File: src/rtl/jrb8_pkg.sv
// Shared definitions for the jrb8 CPU: SPI command codes, frame length and
// the memory-op encoding used between the control unit and spi_mem.
package jrb8_pkg;

  localparam logic [7:0]  SPI_CMD_READ  = 8'h03;
  localparam logic [7:0]  SPI_CMD_WRITE = 8'h02;
  localparam int unsigned FRAME_BITS    = 40;

  typedef enum logic [1:0] {
    OP_NONE,
    OP_ROM_RD,
    OP_RAM_RD,
    OP_RAM_WR
  } op_t;

  // Writes win over RAM reads, which win over flash reads.
  function automatic op_t decode_op(input logic rom_read,
                                    input logic ram_read,
                                    input logic ram_write);
    if (ram_write) return OP_RAM_WR;
    if (ram_read)  return OP_RAM_RD;
    if (rom_read)  return OP_ROM_RD;
    return OP_NONE;
  endfunction

  function automatic logic [FRAME_BITS-1:0] build_frame(input op_t        op,
                                                        input logic [15:0] addr,
                                                        input logic [7:0]  data);
    logic [7:0] cmd;
    logic [7:0] payload;
    cmd     = (op == OP_RAM_WR) ? SPI_CMD_WRITE : SPI_CMD_READ;
    payload = (op == OP_RAM_WR) ? data : 8'h00;
    return {cmd, 8'h00, addr, payload};
  endfunction

endpackage

File: src/rtl/spi_shift_reg.sv
// 40-bit SPI datapath: parallel frame load, MSB-first shift onto mosi,
// and an 8-bit receive register filled from miso.
module spi_shift_reg
  import jrb8_pkg::*;
(
  input  logic                  clk,
  input  logic                  rst_n,
  input  logic                  load,
  input  logic                  shift,
  input  logic                  sample,
  input  logic                  clear,
  input  logic [FRAME_BITS-1:0] frame,
  input  logic                  miso,
  output logic                  mosi,
  output logic [7:0]            rx_byte
);

  logic [FRAME_BITS-1:0] tx_q;

  // Clearing after the last bit keeps mosi low whenever the bus is idle.
  always_ff @(posedge clk or negedge rst_n) begin
    if (!rst_n) begin
      tx_q    <= '0;
      rx_byte <= '0;
    end else begin
      if (clear)
        tx_q <= '0;
      else if (load)
        tx_q <= frame;
      else if (shift)
        tx_q <= {tx_q[FRAME_BITS-2:0], 1'b0};

      if (load)
        rx_byte <= '0;
      else if (sample)
        rx_byte <= {rx_byte[6:0], miso};
    end
  end

  assign mosi = tx_q[FRAME_BITS-1];

endmodule

File: src/rtl/spi_mem.sv
// SPI memory bridge: runs one 40-bit mode-0 transaction to flash or RAM per
// control-unit request, with sclk at half the system clock.
module spi_mem
  import jrb8_pkg::*;
(
  input  logic        clk,
  input  logic        rst_n,
  input  logic        spi_executing,
  output logic        spi_done,
  input  logic        rom_read,
  input  logic        ram_read,
  input  logic        ram_write,
  input  logic [15:0] address,
  input  logic [7:0]  data_in,
  output logic [7:0]  data_out,
  output logic        sclk,
  output logic        mosi,
  input  logic        miso,
  output logic        cs_rom_n,
  output logic        cs_ram_n
);

  typedef enum logic [1:0] {
    IDLE,
    SHIFT,
    NULL,
    HOLD
  } state_t;

  // bit_cnt counts edges since acceptance minus one; odd values are falling
  // sclk edges, and the last one ends the frame.
  localparam logic [6:0] LAST_EDGE  = 7'(2 * FRAME_BITS - 1);
  localparam logic [6:0] DATA_START = 7'(2 * (FRAME_BITS - 8));

  state_t                state;
  op_t                   op_q;
  logic [6:0]            bit_cnt;
  op_t                   req_op;
  logic [FRAME_BITS-1:0] req_frame;
  logic                  sr_load;
  logic                  sr_shift;
  logic                  sr_sample;
  logic                  sr_clear;
  logic [7:0]            rx_byte;

  assign req_op    = decode_op(rom_read, ram_read, ram_write);
  assign req_frame = build_frame(req_op, address, data_in);

  assign sr_load   = (state == IDLE) && spi_executing && (req_op != OP_NONE);
  assign sr_shift  = (state == SHIFT) && bit_cnt[0] && (bit_cnt != LAST_EDGE);
  assign sr_sample = (state == SHIFT) && !bit_cnt[0] && (bit_cnt >= DATA_START) &&
                     (op_q != OP_RAM_WR);
  assign sr_clear  = (state == SHIFT) && (bit_cnt == LAST_EDGE);

  spi_shift_reg u_shift (
    .clk     (clk),
    .rst_n   (rst_n),
    .load    (sr_load),
    .shift   (sr_shift),
    .sample  (sr_sample),
    .clear   (sr_clear),
    .frame   (req_frame),
    .miso    (miso),
    .mosi    (mosi),
    .rx_byte (rx_byte)
  );

  always_ff @(posedge clk or negedge rst_n) begin
    if (!rst_n) begin
      state    <= IDLE;
      op_q     <= OP_NONE;
      bit_cnt  <= '0;
      spi_done <= 1'b1;
      sclk     <= 1'b0;
      cs_rom_n <= 1'b1;
      cs_ram_n <= 1'b1;
      data_out <= 8'h00;
    end else begin
      case (state)
        IDLE: begin
          if (spi_executing) begin
            op_q     <= req_op;
            bit_cnt  <= '0;
            spi_done <= 1'b0;
            if (req_op == OP_NONE) begin
              state <= NULL;
            end else begin
              state    <= SHIFT;
              cs_rom_n <= (req_op != OP_ROM_RD);
              cs_ram_n <= !((req_op == OP_RAM_RD) || (req_op == OP_RAM_WR));
            end
          end
        end
        SHIFT: begin
          if (bit_cnt == LAST_EDGE) begin
            state    <= HOLD;
            bit_cnt  <= '0;
            sclk     <= 1'b0;
            cs_rom_n <= 1'b1;
            cs_ram_n <= 1'b1;
            spi_done <= 1'b1;
            if (op_q != OP_RAM_WR)
              data_out <= rx_byte;
          end else begin
            sclk    <= !bit_cnt[0];
            bit_cnt <= bit_cnt + 7'd1;
          end
        end
        NULL: begin
          spi_done <= 1'b1;
          state    <= HOLD;
        end
        HOLD: begin
          state <= IDLE;
        end
        default: begin
          state <= IDLE;
        end
      endcase
    end
  end

endmodule

File: config.mk
export PLATFORM = sky130hd
export DESIGN_NAME = spi_mem
export DESIGN_NICKNAME = d
export VERILOG_FILES = /design/src/rtl/jrb8_pkg.sv /design/src/rtl/spi_shift_reg.sv /design/src/rtl/spi_mem.sv
export SDC_FILE = /design/constraint.sdc
export NUM_CORES = 1
export LEC_CHECK = 0
export ABC_CLOCK_PERIOD_IN_PS = 3300
export BUFFER_PORTS_ARGS = -buffer_cell sky130_fd_sc_hd__buf_2
export CAP_MARGIN = 0
export CORE_MARGIN = 2
export CORE_UTILIZATION = 31
export CTS_CLUSTER_SIZE = 12
export DETAILED_ROUTE_END_ITERATION = 6
export HOLD_SLACK_MARGIN = 0.03
export PLACE_DENSITY = 0.55
export SYNTH_ARGS = -nofsm -noshare
export SYNTH_HDL_FRONTEND = slang
export SYNTH_SLANG_ARGS = --single-unit
export TNS_END_PERCENT = 10
File: constraint.sdc
create_clock -name clk -period 3.3 [get_ports clk]
set_clock_uncertainty 0.2 [all_clocks]
set_input_delay 0.66 -clock clk [delete_from_list [all_inputs] [get_ports clk]]
set_output_delay 0.66 -clock clk [all_outputs]
set_load 0.01 [all_outputs]
== Yosys cells after proc, flatten, opt, wreduce, memory -nomap -nowiden ==
Cells that the tools add are included.

* Output and inout port bits: 13
* Register bits: 71
* Word-level logic and storage cells: 84
* Input port bits: 31

* Multiplexer cells: 36
* Add/subtract/negate cells: 1
* Equality and inequality tests: 12
* Reductions and logical operators: 24
* Magnitude comparators: 1

{| class="wikitable"
|+ Operators by type and width
! operator !! number
|-
| 40-bit two-way mux || 3
|-
| 8-bit two-way mux || 3
|-
| 2-bit two-way mux || 9
|-
| 1-bit two-way mux || 14
|-
| 7-bit two-way mux || 2
|-
| 7-bit one-hot mux with 2 select lines || 1
|-
| 2-bit == test, second input constant || 4
|-
| 1-bit logical AND || 8
|-
| 2-bit one-hot mux with 4 select lines || 1
|-
| 7-bit by 1-bit adder with 7-bit output, second input constant || 1
|-
| 7-bit == test, second input constant || 1
|-
| 7-bit greater-or-equal comparator, second input constant || 1
|-
| 7-bit inequality test, second input constant || 1
|-
| 2-bit inequality test, second input constant || 3
|-
| 2-bit AND reduction || 3
|-
| 3-bit AND reduction || 2
|-
| 2-bit nonzero test || 3
|-
| 3-bit nonzero test || 2
|-
| 2-bit zero test || 2
|-
| 2-bit by 1-bit inequality test with 1-bit output, second input constant || 2
|-
| 1-bit one-hot mux with 2 select lines || 2
|-
| 4-bit AND reduction || 1
|-
| 1-bit one-hot mux with 3 select lines || 1
|-
| 2-bit by 1-bit == test with 1-bit output, second input constant || 1
|-
| 2 further kinds || 3
|}

== Longest topological paths before layout ==
Gate-level depths: netlist (run 1).

* Depth in word-level cells: 13
* Gate-level depth with buffers: 8
* Depth with buffers taken out: 6

== Modules after synthesis ==
From an unflattened synthesis (run 1), not the netlist that was laid out.

* Cells, all modules: 332
* Area total of the unflattened synthesis: 3,734.8 um2

{| class="wikitable"
|+ By module, submodules not included
! module !! seq. area each (um2) !! instances !! cells each !! area an instance (um2)
|-
| spi_shift_reg || 1,201.2 || 1 || 204 || 2,371.0
|-
| spi_mem || 579.3 || 1 || 128 || 1,363.8
|}

== Least setup slack after synthesis (run 1) ==
Ideal clock, no wire load.

* Path type: flip-flop to flip-flop
* Start point: register state[1]
* End point: register u_shift.rx_byte[0]
* Cell stages (with the launch flop): 8
* Required time: 2,968 ps
* Period minus slack after synthesis: 1,917 ps
* Path buffers: 1
* Library setup time: 132 ps
* Arrival time: 1,586 ps
* Setup slack: 1,383 ps
* Path through: dfrtp_1 > inv_1 > ha_1 > buf_2 > a21boi_1 > nand3_1 > mux2i_1 > nor2_1

* Longest elaborated chain between the ends: 5
* Elaborated cells on any way between the ends: 9
* Classes of those cells: eq/ne (1); mux (1); reduce/logical (7)

{| class="wikitable"
|+ RTL lines
! item !! line !! source
|-
| from (decl) || spi_mem.sv:35 || <nowiki>state_t state;</nowiki>
|-
| from (signal assigned) || spi_mem.sv:70 || <nowiki>state <= IDLE;</nowiki>
|-
| from (signal assigned) || spi_mem.sv:86 || <nowiki>state <= NULL;</nowiki>
|-
| from (signal assigned) || spi_mem.sv:88 || <nowiki>state <= SHIFT;</nowiki>
|-
| 2-bit by 1-bit == test with 1-bit output || spi_mem.sv:51 || <nowiki>assign sr_sample = (state == SHIFT) && !bit_cnt[0] && (bit_cnt >= DATA_START) &&</nowiki>
|-
| 1-bit logical AND (3 in series) || spi_mem.sv:51 ||
|-
| 2-bit nonzero test (no line) || n/a ||
|-
| to (signal assigned) || spi_shift_reg.sv:36 || <nowiki>rx_byte <= {rx_byte[6:0], miso};</nowiki>
|-
| to (decl) || spi_shift_reg.sv:15 || <nowiki>output logic [7:0] rx_byte</nowiki>
|}

Several ways; a longest one is shown, not always the timed one.
A chain may end at the register's enable or synchronous reset.

== Final worst setup path (run 1) ==
* Start point: register state[1]
* End point: register u_shift.rx_byte[5]

The elaborated chain is that of the path after synthesis.

==> results of run 1 <==
## registers in the layout (all words and copies together) (netlist names)
signal,count
data_out,8
u_shift.rx_byte,8
u_shift.tx_q,40
cs_ram_n,1
cs_rom_n,1
spi_done,1
op_q,2
bit_cnt,7
state,2
sclk,1
## logic make-up (layout without fill, tap and decap cells)
kind of cell,Yosys count,in the layout,share of synthesized area [%]
compound gates,72,72,16.8
fa+ha+maj,6,6,2.27
buf+inv,28,77,3.63
flops,71,71,53.8
mux,40,40,12.5
simple gates,73,73,10.9
## stage by stage
step	setup WS [ns]	power, mW	area, um^2	utilization (%)	cells
floorplan	1.38	0.890	3310	-	290
global placement	0.824	0.933	3680	35.7	459
detailed placement	0.791	0.933	3680	35.7	459
CTS	0.932	1.74	3910	37.9	475
global route	0.688	1.79	3910	37.9	475
finish	0.966	1.71	3910	37.9	475
## power groups by stage
stage	sequential, mW	combinational (mW)	clock, mW
floorplan	0.888	0.00228	0
global placement	0.888	0.0449	0
detailed placement	0.888	0.0456	0
CTS	0.871	0.0456	0.826
global route	0.871	0.0505	0.868
finish	0.871	0.0434	0.794
## metal layers
layer	track usage, %	wire (um)	vias up
li1	-	-	1146
met1	17.8	3230	1123
met2	19.6	3070	39
met3	3.09	290	9
met4	3.90	91	0
met5	0	0	-
## worst max-delay path: cells and delay by family (launching register included)
family / cells / cell delay, ns
simple gates: 2 / 0.47
fa+ha+maj: 1 / 0.42
flops: 1 / 0.40
compound gates: 1 / 0.32
mux: 1 / 0.28
buf+inv: 1 / 0.10
## how the worst max path moves through the flow
stage                                endpoint                 start
2_1_floorplan  u_shift.rx_byte[0]$_DFFE_PN0P_  state[1]$_DFFE_PN0P_
3_3_place_gp     u_shift.tx_q[39]$_DFFE_PN0P_              rom_read
3_5_place_dp     u_shift.tx_q[24]$_DFFE_PN0P_              rom_read
4_1_cts        u_shift.rx_byte[5]$_DFFE_PN0P_  state[1]$_DFFE_PN0P_
5_1_grt        u_shift.rx_byte[2]$_DFFE_PN0P_  state[1]$_DFFE_PN0P_
6_report       u_shift.rx_byte[5]$_DFFE_PN0P_  state[1]$_DFFE_PN0P_
## final cells by class
cell class / count / area, um^2 / share of cell area [%]
repair buffers: 51 / 288 / 7.36
clock inverters: 5 / 78.8 / 2.01
inverters: 10 / 37.5 / 0.959
flip-flops and latches: 71 / 1780 / 45.5
clock buffers: 11 / 151 / 3.87
well taps: 136 / 170 / 4.35
multi-input cells: 191 / 1410 / 35.9
## cell usage after synthesis, drive strengths merged (2+ instances only)
cell / count
o31ai: 2
nand2b: 3
nor3: 9
dfrtp: 68
nand3: 4
a21oi: 9
o21ai: 9
a21o: 2
nor2: 33
a211oi: 18
buf: 12
a22oi: 2
inv: 10
dfstp: 3
mux2: 11
clkbuf: 6
nand2: 15
a22o: 16
ha: 6
nand3b: 2
mux2i: 29
a221oi: 5
==> results.yml, run 1 <==
job:
  drv_cap: 0
setup_path:
  reg2reg_depth: 6
  crit_path_end_kind: "register"
  arrival_ns: 2.34
  critical_path.cell_chain: "inv_1, ha_1, a21boi_1, nand3_1, mux2i_1, nor2_1"
  reg2reg_from: "state[1]$_DFFE_PN0P_"
  crit_path_max_incr_delay_ns: 0.42
  critPathSlowestCell: "ha_1"
  worstPathMaxFanout: 12
  reg2reg_slack_ns: 0.97
  crit_required_ns: 3.31
  regToRegEndpoint: "u_shift.rx_byte[5]$_DFFE_PN0P_"
  critical_path_class: "reg -> reg"
  start_kind: "register"
routing:
  wirelength_um: 6680
  dr_total_vias: 2317
  firstDrtPassIters: 4
  ant_nets: 0
  drc: 0
  drtIter0Drc: 115
  viasPerCell: 4.88
  routedWlPerCell_um: 14.1
status:
  outcome: "complete, no violations"
clock_network:
  ctsRootBufferMaster: "clkbuf_8"
  cts_resized: 0
  cts_htree_levels: 3
  insertion_delay_ns: 0.34
  cts_made_buffers: 9
  cts_tree: "done"
  clock-sinks: 71
  holdBufCountCts: 0
  clkTransAtPathRegs_ns: 0.08
  cts_buffer_depth: 2
  cts_setup_buffers: 0
timing:
  drv_slew: 0
  worst_pin_slew_ns: 0.741
  finalCritPeriodShare_pct: 70.7
  slew_headroom_pct: 50.6
  hold_viol_final: 0
  grt_setup_unrepaired: "no"
  hold_slack_ns: 0.175
  setup_viol: 0
  period_needed_ns: 2.33
  fmax_mhz: 429
  fin_setup_tns_ns: 0
grt:
  grt_pass1_wl_um: 11600
  antenna_found_initial: 0
  grt_pass1_vias: 2364
  overflow: 0
  grt_usage_pct: 12.7
  grt_max_degree: 40
power:
  intPower_mw: 1.35
  ir_drop_mv: 0.280
  swShare_pct: 20.8
  power_density_nw_per_um2: 437
  switchingPower_mw: 0.355
  power_leakage_nw: 1.78
  clkPwrFrac_pct: 46.5
  seq_power_share_pct: 51.0
  power_frac_comb_pct: 2.5
placement:
  place_hpwl_um: 4550
  gp_congestion: 0.714
  portBuffers: 43
yosys:
  yosysSeqAreaShare_pct: 53.8
  synthesis.yosys.warnings: 0
  synth_ff_type: "dfrtp_1"
  ys_ff_latch: 71
  synth_area_um2: 3310
  synth_largest_area_cell: "dfrtp_1"
  synth_edf_count: 0
  synth.distinct_cells: 47
  synth_top_area_share_pct: 51.5
  synth_area_leaders: "dfrtp_1, mux2i_1, a22o_1, a211oi_1, nor2_1"
  async_flop_share_pct: 100
  syn-instance-count: 290
  syn_area_per_cell_um2: 11.4
  synthesis.nets: 327
hold_path:
  hp-class: "in -> async"
layout:
  drive_gt1_share_pct: 26.3
  layout_commonest_cell: "dfrtp_1"
  mostFrequentLayoutCells: "dfrtp_1, buf_2, nor2_1, mux2i_1, a211oi_1"
  nets: 371
  syn_to_final_growth_pct: 18.3
  nFillCells: 1022
  n_antenna_cell: 0
floorplan:
  fp.dieH_um: 107
  die_x_um: 107
  rows: 37
  die_area_um2: 11500
  ios: 44
  core_um2: 10300
  start_util_pct: 32.0
(Power assumes the default switching activity.)
==> run 2, diff against run 1 <==
ABC_CLOCK_PERIOD_IN_PS = 2380   (was 3300)
clock period = 2.38 ns   (was 3.3 ns; I/O delays follow)
==> run 2 against run 1 <==
Sequential power up 39%; via count up 1.9%; critical path depth fell by 1; die area unchanged; final area increased by 1.9%; combinational power grew 41%; highest routed layer unchanged.
==> results.yml, run 2 (synthesis gave the netlist of run 1 again) <==
floorplan:
  start_util_pct: 32.0
  fp.dieH_um: 107
  die_x_um: 107
  die_area_um2: 11500
  ios: 44
  core_um2: 10300
  rows: 37
power:
  ir_drop_mv: 0.333
  power_leakage_nw: 1.82
  power_density_nw_per_um2: 622
grt:
  overflow: 0
  grt_pass1_wl_um: 11300
  grt_usage_pct: 12.5
  grt_max_degree: 72
  antenna_found_initial: 0
  grt_pass1_vias: 2286
layout:
  nFillCells: 1045
  largest_register: "u_shift.tx_q"
  syn_to_final_growth_pct: 20.5
  nets: 375
  n_antenna_cell: 0
  finalNonFillerCells: 479
  reg_top3: "u_shift.tx_q (40), data_out (8), u_shift.rx_byte (8)"
  mostFrequentLayoutCells: "dfrtp_1, buf_2, nor2_1, mux2i_1, a211oi_1"
  stdcell_area_um2: 3990
  drive_gt1_share_pct: 26.8
  layout_commonest_cell: "dfrtp_1"
  largest_reg_flops: 40
timing:
  period_needed_ns: 2.19
  fin_setup_tns_ns: 0
  grt_setup_unrepaired: "no"
  slew_headroom_pct: 67.6
  worst_pin_slew_ns: 0.485
  finalCritPeriodShare_pct: 91.9
  setup_viol: 0
  fmax_mhz: 457
  hold_viol_final: 0
  drv_slew: 0
setup_path:
  crit_required_ns: 2.42
  start_kind: "register"
  crit_path_max_incr_delay_ns: 0.48
  arrival_ns: 2.22
  critPathSlowestCell: "dfrtp_1"
  reg2reg_depth: 5
  crit_start: "bit_cnt[0]$_DFFE_PN0P_"
  critical_path.cell_chain: "ha_1, nand3_2, nor3_4, nand2_2, mux2_2"
  crit_path_end_kind: "register"
  worstPathMaxFanout: 9
  regToRegEndpoint: "data_out[4]$_DFFE_PN0P_"
  critical_path_class: "reg -> reg"
  reg2reg_slack_ns: 0.19
  reg2reg_from: "bit_cnt[0]$_DFFE_PN0P_"
hold_path:
  hp-start: "miso"
  hold_path_end: "u_shift.rx_byte[0]$_DFFE_PN0P_"
  hp-class: "in -> reg"
  holdPathStages: 3
routing:
  wirelength_um: 6720
  routedWlPerCell_um: 14.0
  top_layer: "met4"
  wl_met1_um: 3320
  route.met3.wl_um: 316
  firstDrtPassIters: 4
  wl_met2_um: 3020
  drtIter0Drc: 93
  viasPerCell: 4.93
  ant_nets: 0
  dr_total_vias: 2360
  drc: 0
clock_network:
  clock-sinks: 71
  insertion_delay_ns: 0.35
  cts_buffer_depth: 2
  cts_htree_levels: 3
  cts_made_buffers: 9
  cts_setup_buffers: 0
  ctsRootBufferMaster: "clkbuf_8"
  clkTransAtPathRegs_ns: 0.08
  cts_tree: "done"
job:
  drv_cap: 0
placement:
  placed_area_um2: 3720
  portBuffers: 43
  place_hpwl_um: 4480
  gp_congestion: 0.754
  place_inst: 462
status:
  outcome: "complete, no violations"
run 2: cell type report:
type	count	area, um^2	area share, %
clock inverter	6	115	2.89
multi-input combinational	191	1410	35.4
sequential	71	1780	44.7
tap	136	170	4.27
inverter	10	37.5	0.942
timing repair buffer	55	333	8.35
clock buffer	10	138	3.45
run 2: per-stage QoR:
stage | hold WS [ns] | worst slack (ns) | utilization (%) | power [mW]
detailed placement | 0.262 | 0.191 | 36.0 | 1.29
floorplan | -0.0196 | 0.463 | - | 1.23
finish | 0.175 | 0.193 | 38.6 | 2.48
CTS | 0.165 | 0.166 | 38.6 | 2.51
global route | 0.164 | 0.0613 | 38.6 | 2.59
global placement | 0.258 | 0.206 | 36.0 | 1.29
run 2: metal layers:
layer	vias to the layer above	global-route usage, %
met1	1150	17.0
met5	-	0
li1	1157	-
met3	6	4.54
met4	0	3.80
met2	47	18.7
run 2: critical path: cells and delay by family (launching register included):
kind,cells,cell delay (ns)
adder cells (fa/ha/maj),1,0.24
AND/OR/NAND/NOR,3,0.84
multiplexers,1,0.32
flip-flops,1,0.48
run 2: where the power goes:
| group | switching [mW] | internal, mW | total [mW] |
|---|---|---|---|
| Combinational | 0.0378 | 0.0235 | 0.0613 |
| Sequential | 0.000557 | 1.21 | 1.21 |
| Clock | 0.480 | 0.732 | 1.21 |
run 2: repair_timing:
item | CTS | global route
endpoints found under the hold margin | 68 | 0
hold buffers | 1 | 0
endpoints found under the setup margin | 0 | 1
gates resized for setup | 0 | 1
run 2: worst max path at each step:
stage / endpoint
2_1_floorplan: u_shift.rx_byte[0]$_DFFE_PN0P_
3_3_place_gp: u_shift.tx_q[39]$_DFFE_PN0P_
3_5_place_dp: u_shift.tx_q[29]$_DFFE_PN0P_
4_1_cts: u_shift.tx_q[25]$_DFFE_PN0P_
5_1_grt: data_out[4]$_DFFE_PN0P_
6_report: data_out[4]$_DFFE_PN0P_
==> run 3, diff against run 2 <==
RECOVER_POWER = 25   (was not set)
SKIP_LAST_GASP = 1   (was not set)
==> run 3 against run 2 <==
Worst hold slack is essentially flat; register-to-register slack hardly changed; die area unchanged; clock power hardly changed; largest power group unchanged; setup slack about the same; total power about the same; critical path type unchanged; sequential share of layout area grew 0.14 points; count of clock-buffer cells in the layout unchanged; final cell count did not move; final area is 0.31% lower; global-route usage did not move; first-iteration DRC count fell by 1.1%.
==> results.yml, run 3 (synthesis gave the netlist of run 1 again) <==
hold_path:
  hp-class: "in -> reg"
  hp-start: "miso"
routing:
  firstDrtPassIters: 4
  ant_nets: 0
  wirelength_um: 6720
  viasPerCell: 4.93
  drc: 0
  routedWlPerCell_um: 14.0
  dr_total_vias: 2362
  drtIter0Drc: 92
setup_path:
  crit_path_end_kind: "register"
  reg2reg_from: "bit_cnt[0]$_DFFE_PN0P_"
  reg2reg_slack_ns: 0.19
  crit_required_ns: 2.42
  start_kind: "register"
  arrival_ns: 2.22
  critical_path_class: "reg -> reg"
  crit_start: "bit_cnt[0]$_DFFE_PN0P_"
  worstPathMaxFanout: 9
status:
  outcome: "complete, no violations"
placement:
  gp_congestion: 0.754
  portBuffers: 43
  place_hpwl_um: 4480
  place_inst: 462
timing:
  fmax_mhz: 457
  drv_slew: 0
  grt_setup_unrepaired: "no"
  finalCritPeriodShare_pct: 91.9
  worst_pin_slew_ns: 0.956
  slew_headroom_pct: 36.3
  hold_slack_ns: 0.175
  setup_viol: 0
  period_needed_ns: 2.19
  hold_viol_final: 0
  fin_setup_tns_ns: 0
layout:
  largest_register: "u_shift.tx_q"
  syn_to_final_growth_pct: 20.2
  layout_commonest_cell: "dfrtp_1"
  multiInputGateArea_um2: 1410
  nFillCells: 1047
  finalNonFillerCells: 479
  reg_top3: "u_shift.tx_q (40), data_out (8), u_shift.rx_byte (8)"
  n_antenna_cell: 0
  drive_gt1_share_pct: 26.8
  register_area_um2: 1780
  largest_reg_flops: 40
  mostFrequentLayoutCells: "dfrtp_1, buf_2, nor2_1, mux2i_1, a211oi_1"
  nets: 375
  finalCoreUtilization_pct: 38.5
clock_network:
  ctsRootBufferMaster: "clkbuf_8"
  cts_made_buffers: 9
  cts_buffer_depth: 2
  clkTransAtPathRegs_ns: 0.08
  cts_htree_levels: 3
  cts_tree: "done"
  clock-sinks: 71
  insertion_delay_ns: 0.35
power:
  power_density_nw_per_um2: 624
  power_leakage_nw: 1.81
  ir_drop_mv: 0.333
floorplan:
  die_x_um: 107
  fp.dieH_um: 107
  start_util_pct: 32.0
  rows: 37
  ios: 44
  core_um2: 10300
  die_area_um2: 11500
grt:
  grt_usage_pct: 12.5
  grt_pass1_wl_um: 11300
  grt_max_degree: 72
  grt_pass1_vias: 2286
  overflow: 0
  antenna_found_initial: 0
job:
  drv_cap: 0
run 3: worst max-delay path: stages (launching register included):
cell	delay, ns
dfrtp_1	0.48
ha_1	0.24
nand3_2	0.21
nor3_4	0.39
nand2_2	0.24
mux2_2	0.32
run 3: where the power goes:
| group | internal [mW] | switching, mW |
|---|---|---|
| clock network | 0.732 | 0.481 |
| logic | 0.0210 | 0.0375 |
| registers | 1.21 | 0.000557 |
| total | 1.96 | 0.519 |
run 3: area by class of cell:
class	count	share of cell area, %
Timing Repair Buffer	55	8.06
Tap cell	136	4.28
Multi-Input combinational cell	191	35.5
Sequential cell	71	44.8
Clock buffer	10	3.46
Clock inverter	6	2.90
Inverter	10	0.945
run 3: path summary, 6_finish.rpt:
path,endpoint,cells past startpoint
max reg2reg,data_out[4]$_DFFE_PN0P_,5
max,data_out[4]$_DFFE_PN0P_,5
min,u_shift.rx_byte[0]$_DFFE_PN0P_,3
min in group asynchronous,u_shift.tx_q[13]$_DFFE_PN0P_,3
min reg2reg,cs_ram_n$_DFFE_PN1P_,2
max in group asynchronous,u_shift.rx_byte[7]$_DFFE_PN0P_,3
run 3: routing by layer:
metal  vias up  GRT usage (%)  share of wire [%]
li1       1155              -                  -
met1      1154           17.0                 49
met2        47           18.7                 45
met3         6           4.54                4.7
met4         0           3.80                1.0
met5         -              0                  0
run 3: repair_timing:
item	4_1_cts	5_1_grt
resized for setup	0	1
hold buffers	1	0
setup buffers	0	0
setup endpoints to repair	0	1
endpoints found under the hold margin	68	0
run 3: through the flow:
| step | power [mW] | area, um^2 | worst slack, ns |
|---|---|---|---|
| 2_1_floorplan | 1.23 | 3310 | 0.463 |
| 3_3_place_gp | 1.29 | 3720 | 0.206 |
| 3_5_place_dp | 1.29 | 3720 | 0.191 |
| 4_1_cts | 2.51 | 3980 | 0.166 |
| 5_1_grt | 2.58 | 3970 | 0.0613 |
| 6_report | 2.48 | 3970 | 0.193 |
